**src/rtl/hazard1_sram8_bridge.sv**
```systemverilog
// rtl/hazard1_sram8_bridge.sv - hazard1 pipelined memory port served from a byte-wide async SRAM
// Each core word is moved as up to four byte strobes with programmable wait states.
module hazard1_sram8_bridge #(
  parameter int ADDR_W      = 19,
  parameter int WAIT_STATES = 1
) (
  input  logic              clk,
  input  logic              rst,
  input  logic [31:0]       mem_addr,
  input  logic [3:0]        mem_wen,
  input  logic              mem_ren,
  input  logic [31:0]       mem_wdata,
  output logic [31:0]       mem_rdata,
  output logic              mem_stall,
  output logic [ADDR_W-1:0] sram_addr,
  output logic [7:0]        sram_dq_out,
  output logic              sram_dq_oe,
  input  logic [7:0]        sram_dq_in,
  output logic              sram_ce_n,
  output logic              sram_oe_n,
  output logic              sram_we_n
);

  typedef enum logic [1:0] {IDLE, RD, WR, WREC} state_t;

  localparam logic [3:0] WS = 4'(WAIT_STATES);

  state_t            state_q, state_d;
  logic [1:0]        idx_q, idx_d;
  logic [3:0]        wait_q, wait_d;
  logic [ADDR_W-3:0] word_q;
  logic [3:0]        wen_q;
  logic [31:0]       wdata_q;
  logic [23:0]       rbuf_q;
  logic              accept;
  logic              capture;
  logic              strobe_done;
  logic [2:0]        first_lane;
  logic [2:0]        next_lane;
  logic              unused_addr;

  // Word access only: low address bits and anything above the SRAM window are dropped.
  assign unused_addr = ^{mem_addr[31:ADDR_W], mem_addr[1:0]};

  // Returns {found, lane} for the lowest set bit of m.
  function automatic logic [2:0] lowest_lane(input logic [3:0] m);
    casez (m)
      4'b???1: lowest_lane = 3'b100;
      4'b??10: lowest_lane = 3'b101;
      4'b?100: lowest_lane = 3'b110;
      4'b1000: lowest_lane = 3'b111;
      default: lowest_lane = 3'b000;
    endcase
  endfunction

  function automatic logic [3:0] lanes_above(input logic [1:0] i);
    case (i)
      2'd0:    lanes_above = 4'b1110;
      2'd1:    lanes_above = 4'b1100;
      2'd2:    lanes_above = 4'b1000;
      default: lanes_above = 4'b0000;
    endcase
  endfunction

  always_ff @(posedge clk or posedge rst) begin
    if (rst) begin
      state_q <= IDLE;
    end else begin
      state_q <= state_d;
    end
  end

  // mem_stall and SRAM strobes decode only registered state, so the core never sees
  // a combinational path from its own request back into mem_stall.
  always_comb begin
    state_d     = state_q;
    idx_d       = idx_q;
    wait_d      = wait_q;
    accept      = 1'b0;
    capture     = 1'b0;
    mem_stall   = 1'b1;
    sram_ce_n   = 1'b1;
    sram_oe_n   = 1'b1;
    sram_we_n   = 1'b1;
    sram_dq_oe  = 1'b0;
    strobe_done = (wait_q == WS);
    first_lane  = lowest_lane(mem_wen);
    next_lane   = lowest_lane(wen_q & lanes_above(idx_q));

    unique case (state_q)
      IDLE: begin
        mem_stall = 1'b0;
        if (first_lane[2]) begin
          accept  = 1'b1;
          state_d = WR;
          idx_d   = first_lane[1:0];
          wait_d  = 4'd0;
        end else if (mem_ren) begin
          accept  = 1'b1;
          state_d = RD;
          idx_d   = 2'd0;
          wait_d  = 4'd0;
        end
      end
      RD: begin
        sram_ce_n = 1'b0;
        sram_oe_n = 1'b0;
        if (strobe_done) begin
          capture = 1'b1;
          wait_d  = 4'd0;
          if (idx_q == 2'd3) begin
            state_d = IDLE;
          end else begin
            idx_d = idx_q + 2'd1;
          end
        end else begin
          wait_d = wait_q + 4'd1;
        end
      end
      WR: begin
        sram_ce_n  = 1'b0;
        sram_we_n  = 1'b0;
        sram_dq_oe = 1'b1;
        if (strobe_done) begin
          state_d = WREC;
          wait_d  = 4'd0;
        end else begin
          wait_d = wait_q + 4'd1;
        end
      end
      WREC: begin
        // Address and data stay driven one cycle past the we_n rise for hold time.
        sram_dq_oe = 1'b1;
        if (next_lane[2]) begin
          state_d = WR;
          idx_d   = next_lane[1:0];
        end else begin
          state_d = IDLE;
        end
      end
      default: state_d = IDLE;
    endcase
  end

  always_ff @(posedge clk or posedge rst) begin
    if (rst) begin
      idx_q     <= 2'd0;
      wait_q    <= 4'd0;
      word_q    <= '0;
      wen_q     <= 4'd0;
      wdata_q   <= 32'd0;
      rbuf_q    <= 24'd0;
      mem_rdata <= 32'd0;
    end else begin
      idx_q  <= idx_d;
      wait_q <= wait_d;
      if (accept) begin
        word_q  <= mem_addr[ADDR_W-1:2];
        wen_q   <= mem_wen;
        wdata_q <= mem_wdata;
      end
      // Lower lanes are buffered so mem_rdata only changes once the whole word is in.
      if (capture) begin
        case (idx_q)
          2'd0:    rbuf_q[7:0]   <= sram_dq_in;
          2'd1:    rbuf_q[15:8]  <= sram_dq_in;
          2'd2:    rbuf_q[23:16] <= sram_dq_in;
          default: mem_rdata     <= {sram_dq_in, rbuf_q};
        endcase
      end
    end
  end

  assign sram_addr   = {word_q, idx_q};
  assign sram_dq_out = wdata_q[{idx_q, 3'b000} +: 8];

endmodule

```
**config.mk**
```make
export PLATFORM = sky130hd
export DESIGN_NAME = hazard1_sram8_bridge
export DESIGN_NICKNAME = d
export VERILOG_FILES = /design/src/rtl/hazard1_sram8_bridge.sv
export SDC_FILE = /design/constraint.sdc
export NUM_CORES = 1
export LEC_CHECK = 0
export ABC_CLOCK_PERIOD_IN_PS = 4650
export BUFFER_PORTS_ARGS = -buffer_cell sky130_fd_sc_hd__buf_2
export CAP_MARGIN = 25
export CORE_ASPECT_RATIO = 1.1
export CORE_UTILIZATION = 54
export CTS_BUF_LIST = sky130_fd_sc_hd__clkbuf_8
export DETAILED_ROUTE_END_ITERATION = 10
export GPL_TIMING_DRIVEN = 0
export MAX_ROUTING_LAYER = met4
export PLACE_DENSITY = 0.82
export SYNTH_ARGS = -nofsm -noshare
export SYNTH_HDL_FRONTEND = slang
export SYNTH_SLANG_ARGS = --single-unit
```
**constraint.sdc**
```tcl
create_clock -name clk -period 4.65 [get_ports clk]
set_input_delay 0.2325 -clock clk [delete_from_list [all_inputs] [get_ports clk]]
set_output_delay 0.2325 -clock clk [all_outputs]
set_load 0.005 [all_outputs]
```
; ---- Word-level counts from Yosys, hierarchy flattened
; Index checks and enable logic that the tools add are counted.
[classes]
addsub = 2
eq_ne = 19
n_shift = 1
n_mux = 30
bitwise_logic = 2
reduce_logical = 14
[op_table]
columns = op, n
row1 = $shiftx A32 B6 Y8, 1
row2 = $pmux W3 S4, 2
row3 = $mux W2, 11
row4 = $eq A2 B2 Y1 const B, 6
row5 = $mux W4, 3
row6 = $pmux W4 S3, 1
row7 = $mux W1, 10
row8 = $ne A2 B2 Y1 const B, 5
row9 = $reduce_and A2 Y1, 5
row10 = $eq A4 B4 Y1 const B, 2
row11 = $pmux W2 S4, 1
row12 = $pmux W4 S2, 1
row13 = $eq A3 B3 Y1 const B, 2
row14 = $pmux W2 S3, 1
row15 = $reduce_and A5 Y1, 1
row16 = $add A4 B1 Y4 const B, 1
row17 = $and A4 B4 Y4, 1
row18 = $eq A2 B1 Y1 const B, 2
row19 = $eq A4 B1 Y1 const B, 1
row20 = $logic_not A2 Y1, 2
row21 = $reduce_and A4 Y1, 1
row22 = $reduce_or A2 Y1, 2
row23 = $ne A3 B3 Y1 const B, 1
row24 = $reduce_bool A3 Y1, 1
row25 = other kinds (4), 4
[word_totals]
regBits = 117
in_bits = 79
out_inout_bits = 64
word_cells = 78

; ---- Longest topological paths before layout
[logic_depth]
depth_word = 7
ltp_mapped = 8
mapped_depth_nobuf = 7

; ---- Worst setup path after synthesis
; No wires, ideal clock.
[synth_path]
path_type = reg2reg
start = register wait_q[1]
end = register idx_q[0]
setup_ns = 0.125
arrival_time_ns = 1.762
required_time_ns = 4.525
path_slack_ns = 2.764
stages_incl_launch_ff = 9
n_path_buf = 1
synth_period_minus_slack_ns = 1.886
path_cell_list = dfrtp_1 -> inv_1 -> ha_1 -> or3b_1 -> buf_4 -> o21ai_0 -> nand3_1 -> a21oi_2 -> mux2_2
[synth_via]
elab_chain_len = 3
[synth_rtl]
columns = element, line
row1 = start: declaration, 30  ; logic [3:0] wait_q, wait_d;
row2 = start signal: assignment, 156  ; wait_q <= wait_d;
row3 = $eq A4 B1 Y1, 86  ; strobe_done = (wait_q == WS);
row4 = $ne A2 B2 Y1 (no source line), -
row5 = $reduce_and A5 Y1 (no source line), -
row6 = end signal: assignment, 155  ; idx_q <= idx_d;
row7 = end: declaration, 29  ; logic [1:0] idx_q, idx_d;
; Every way passes these cells.
; A chain may end at the register's enable or synchronous reset.

; ---- Worst setup path after layout
[layout_path]
start = register idx_q[1]
end = register idx_q[0]
[layout_via]
elab_chain_len = 7
elab_cells_between_ends = 15
classes_between = eq/ne (8) / mux (4) / bitwise (1) / reduce/logical (2)
[layout_rtl]
columns = element, line
row1 = $eq A2 B2 Y1 (tied with other cells), 57  ; case (i)
row2 = $pmux W4 S3, 57
row3 = $and A4 B4 Y4, 88  ; next_lane = lowest_lane(wen_q & lanes_above(idx_q));
row4 = $eq A4 B4 Y1 (tied with other cells), 47  ; casez (m)
row5 = $pmux W3 S4, 47
row6 = $ne A2 B2 Y1 (no source line) or $mux W2 (tied branches), -
row7 = $reduce_and A5 Y1 (no source line) or $pmux W2 S3 (tied branches), -
; Several ways; a longest one is shown, not always the timed one. The select of a mux whose other input is x is not followed.

==> flow_summary_export.csv <==
group,metric,value,unit
finish,layout_commonest_cell,"buf_2",
global_route,antenna_found_initial,0,
setup_path,end_kind,"flop",
logic_synthesis,async_reset_ff_share,100.0,%
setup_path,r2r_cells,7,
global_route,grt_util_met3,6.975,%
power,power.leakage,0.003143,uW
placed_design,gp_congestion,0.8631,
timing,final.min_clock_period,2.197,ns
cts,clk_path_buf_depth,2,
floorplanning,core,0.009009,sq mm
route,drcViolationCount,0,
route,first_pass_iters,4,
logic_synthesis,synth_cell_types,35,
timing,finalCritPeriodShare,47.24,%
floorplanning,design.die.area,0.009783,sq mm
route,detail_route.wl_per_cell,16.59,microns
setup_path,crit_start,"idx_q[1]$_DFFE_PP0P_",
route,viasPerCell,5.333,
global_route,grt_pass1_vias,3433,
setup_path,timing.critical_path.cells,"clkbuf_1, inv_1, ha_1, o21ai_0, o21a_1, a21oi_2, mux2_2",
cts,cts_setup_buffers,0,
power,ir_drop,372.0,uV
floorplanning,io_pins,143,
min_path,hold_depth,2,
global_route,grt.busiest_layer,"met2",
logic_synthesis,yosys-top-cells-area,"dfrtp_1, mux2_2, mux2_4, mux4_2, ha_1",
floorplanning,num_rows,36,
timing,whs,0.03326,ns
cts,cts_tree,"done",
flow_run,cap_violations,0,
setup_path,reg2reg_slack,2.45,ns
global_route,grt_usage,23.08,%
finish,layout.nets,570,
logic_synthesis,netlist_instances,332,
timing,fin_worst_skew,0.01532,ns
cts,root_buffer,"clkbuf_8",
global_route,grt_pass1_wl,16490,microns
route,drtIter0Drc,104,
timing,slew_viol_final,0,
setup_path,crit_required,4.97,ns
logic_synthesis,ys_seq_area_share,57.24,%
cts,clkSinkCount,116,
status,outcome,"finished, final reports clean",
min_path,holdCritPathClass,"in -> reg",
route,wirelength,10070,microns
logic_synthesis,synth_edf_count,0,
setup_path,cp.arrival,2.51,ns
global_route,grt-ovfl-total,0,
cts,cts_resized,0,
timing,relSlewSlack,55.36,%
timing,setup_viol,0,
setup_path,path_class,"reg -> reg",
logic_synthesis,ys.warnings.count,0,
logic_synthesis,ys_ff_latch,116,
logic_synthesis,syn_nets,422,
floorplanning,start_util,56.29,%
setup_path,critPathSlowestCell,"clkbuf_1",
global_route,met2_usage,37.58,%
finish,syn_to_final_growth,23.91,%
power,p_per_area,703.1,mW/mm^2
min_path,worstHoldStart,"mem_addr[7]",
route,drt.antenna.violating_nets,0,
cts,htreeDepth,4,
timing,rsz0062_at_grt,"no",
logic_synthesis,synth_top_area_share,57.24,%
global_route,grt_max_degree,65,
logic_synthesis,syn-cell-area,0.005071,sq mm
finish,drive_above_1_share,59.43,%
finish,antennaDiodeCount,0,
global_route,met1_usage,26.60,%
logic_synthesis,yosysTopAreaCell,"dfrtp_1",
timing,tns,0,ns
setup_path,crit_fanout,10,
min_path,min_to,"word_q[5]$_DFFE_PP0P_",
logic_synthesis,syn_avg_cell_area,15.27,sq um
setup_path,cp-start-kind,"flop",
placed_design,dp_hpwl,7023,microns
setup_path,cpPeakStageDelay,0.53,ns
logic_synthesis,synthFlopType,"dfrtp_1",
cts,clk_latency,0.43,ns
route,dr_total_vias,3237,
timing,finalHoldViolCount,0,
cts,path_clk_slew,0.08,ns
setup_path,r2r_end,"idx_q[0]$_DFFE_PP0P_",
setup_path,r2r-start,"idx_q[1]$_DFFE_PP0P_",
floorplanning,die_width,94.40,microns
cts,cts_inserted_buffers,17,
finish,mostFrequentLayoutCells,"buf_2, dfrtp_1, mux2_2",
timing,max_clock_freq,0.4552,GHz
timing,worstMarginPinSlew,0.6695,ns
floorplanning,dieHeight,103.6,microns
placed_design,io_buffer_count,127,
[metrics by stage]
stage | setup WS [ns] | instances | util, % | cell area [sq um] | power [uW]
final | 2.453 | 607 | 69.75 | 6284 | 4418
after global placement | 0.2034 | 573 | 64.93 | 5849 | 3420
after CTS | 2.482 | 607 | 69.75 | 6284 | 4463
after global routing | 2.315 | 607 | 69.75 | 6284 | 4710
after detailed placement | 2.508 | 574 | 65.26 | 5879 | 3522
after floorplan | 1.345 | 332 | - | 5071 | 2914
[report_power, final]
group          leakage, uW  internal, uW  switching (uW)  total [uW]
logic              0.00154          1010             712        1720
clock network     0.000190           447             464         911
registers          0.00141          1500             281        1780
[synthesized netlist by cell type (2+ instances only)]
cell and instances:
a21oi_1 3, buf_6 8, clkbuf_1 3, dfrtp_1 116, ha_1 11, inv_1 13, mux2_2 76, mux2_4 30
mux4_2 8, nand2_1 15, nand2_2 3, nand3_1 4, nor2_1 4, nor2b_1 2, nor3_1 2, o21ai_0 13
o31ai_1 3
[critical path: cells and delay by family, from the launching register on]
kind	cells	cell delay, ns
compound gates	3	0.41
fa+ha+maj	1	0.29
buf+inv	2	0.70
flops	1	0.42
mux	1	0.29
[cell type report]
cell class | count | area (sq um)
Timing Repair Buffer | 129 | 673.1
Multi-Input combinational cell | 190 | 2006
Tap cell | 114 | 142.6
Inverter | 13 | 51.30
Clock buffer | 17 | 234.0
Clock inverter | 15 | 160.2
Fill cell | 647 | 2725
Sequential cell | 116 | 2903
Buffer | 13 | 113.9
[how the worst max path moves through the flow]
| stage | depth (start not counted) | endpoint |
|---|---|---|
| detailed placement | 7 | idx_q[0]$_DFFE_PP0P_ |
| finish | 7 | idx_q[0]$_DFFE_PP0P_ |
| global route | 7 | state_q[1]$_DFFE_PP0P_ |
| global placement | 2 | wdata_q[8]$_DFFE_PP0P_ |
| floorplan | 1 | idx_q[0]$_DFFE_PP0P_ |
| CTS | 3 | sram_dq_out[3] |
[per-layer routing]
metal | up-vias | wire length (microns)
li1 | 1478 | -
met1 | 1621 | 4187
met2 | 123 | 5121
met3 | 15 | 619
met4 | 0 | 140
met5 | - | 0
[registers in the layout (all words and copies together), names as in the netlist]
signal     flops
idx_q          2
mem_rdata     32
rbuf_q        24
state_q        2
wait_q         4
wdata_q       32
wen_q          3
word_q        17
[what timing repair did]
action,4_1_cts,5_1_grt
endpoints found under the setup margin,0,0
hold buffers,1,0
hold endpoints to repair,52,0
[cell families after synthesis]
kind of cell,synth area share [%]
buffers and inverters,3.208
AO/OA/AOI/OAI,3.356
flip-flops,57.24
multiplexers,29.31
AND/OR/NAND/NOR,4.170
adder cells (fa/ha/maj),2.714
Power figures use the tool's default switching activity.
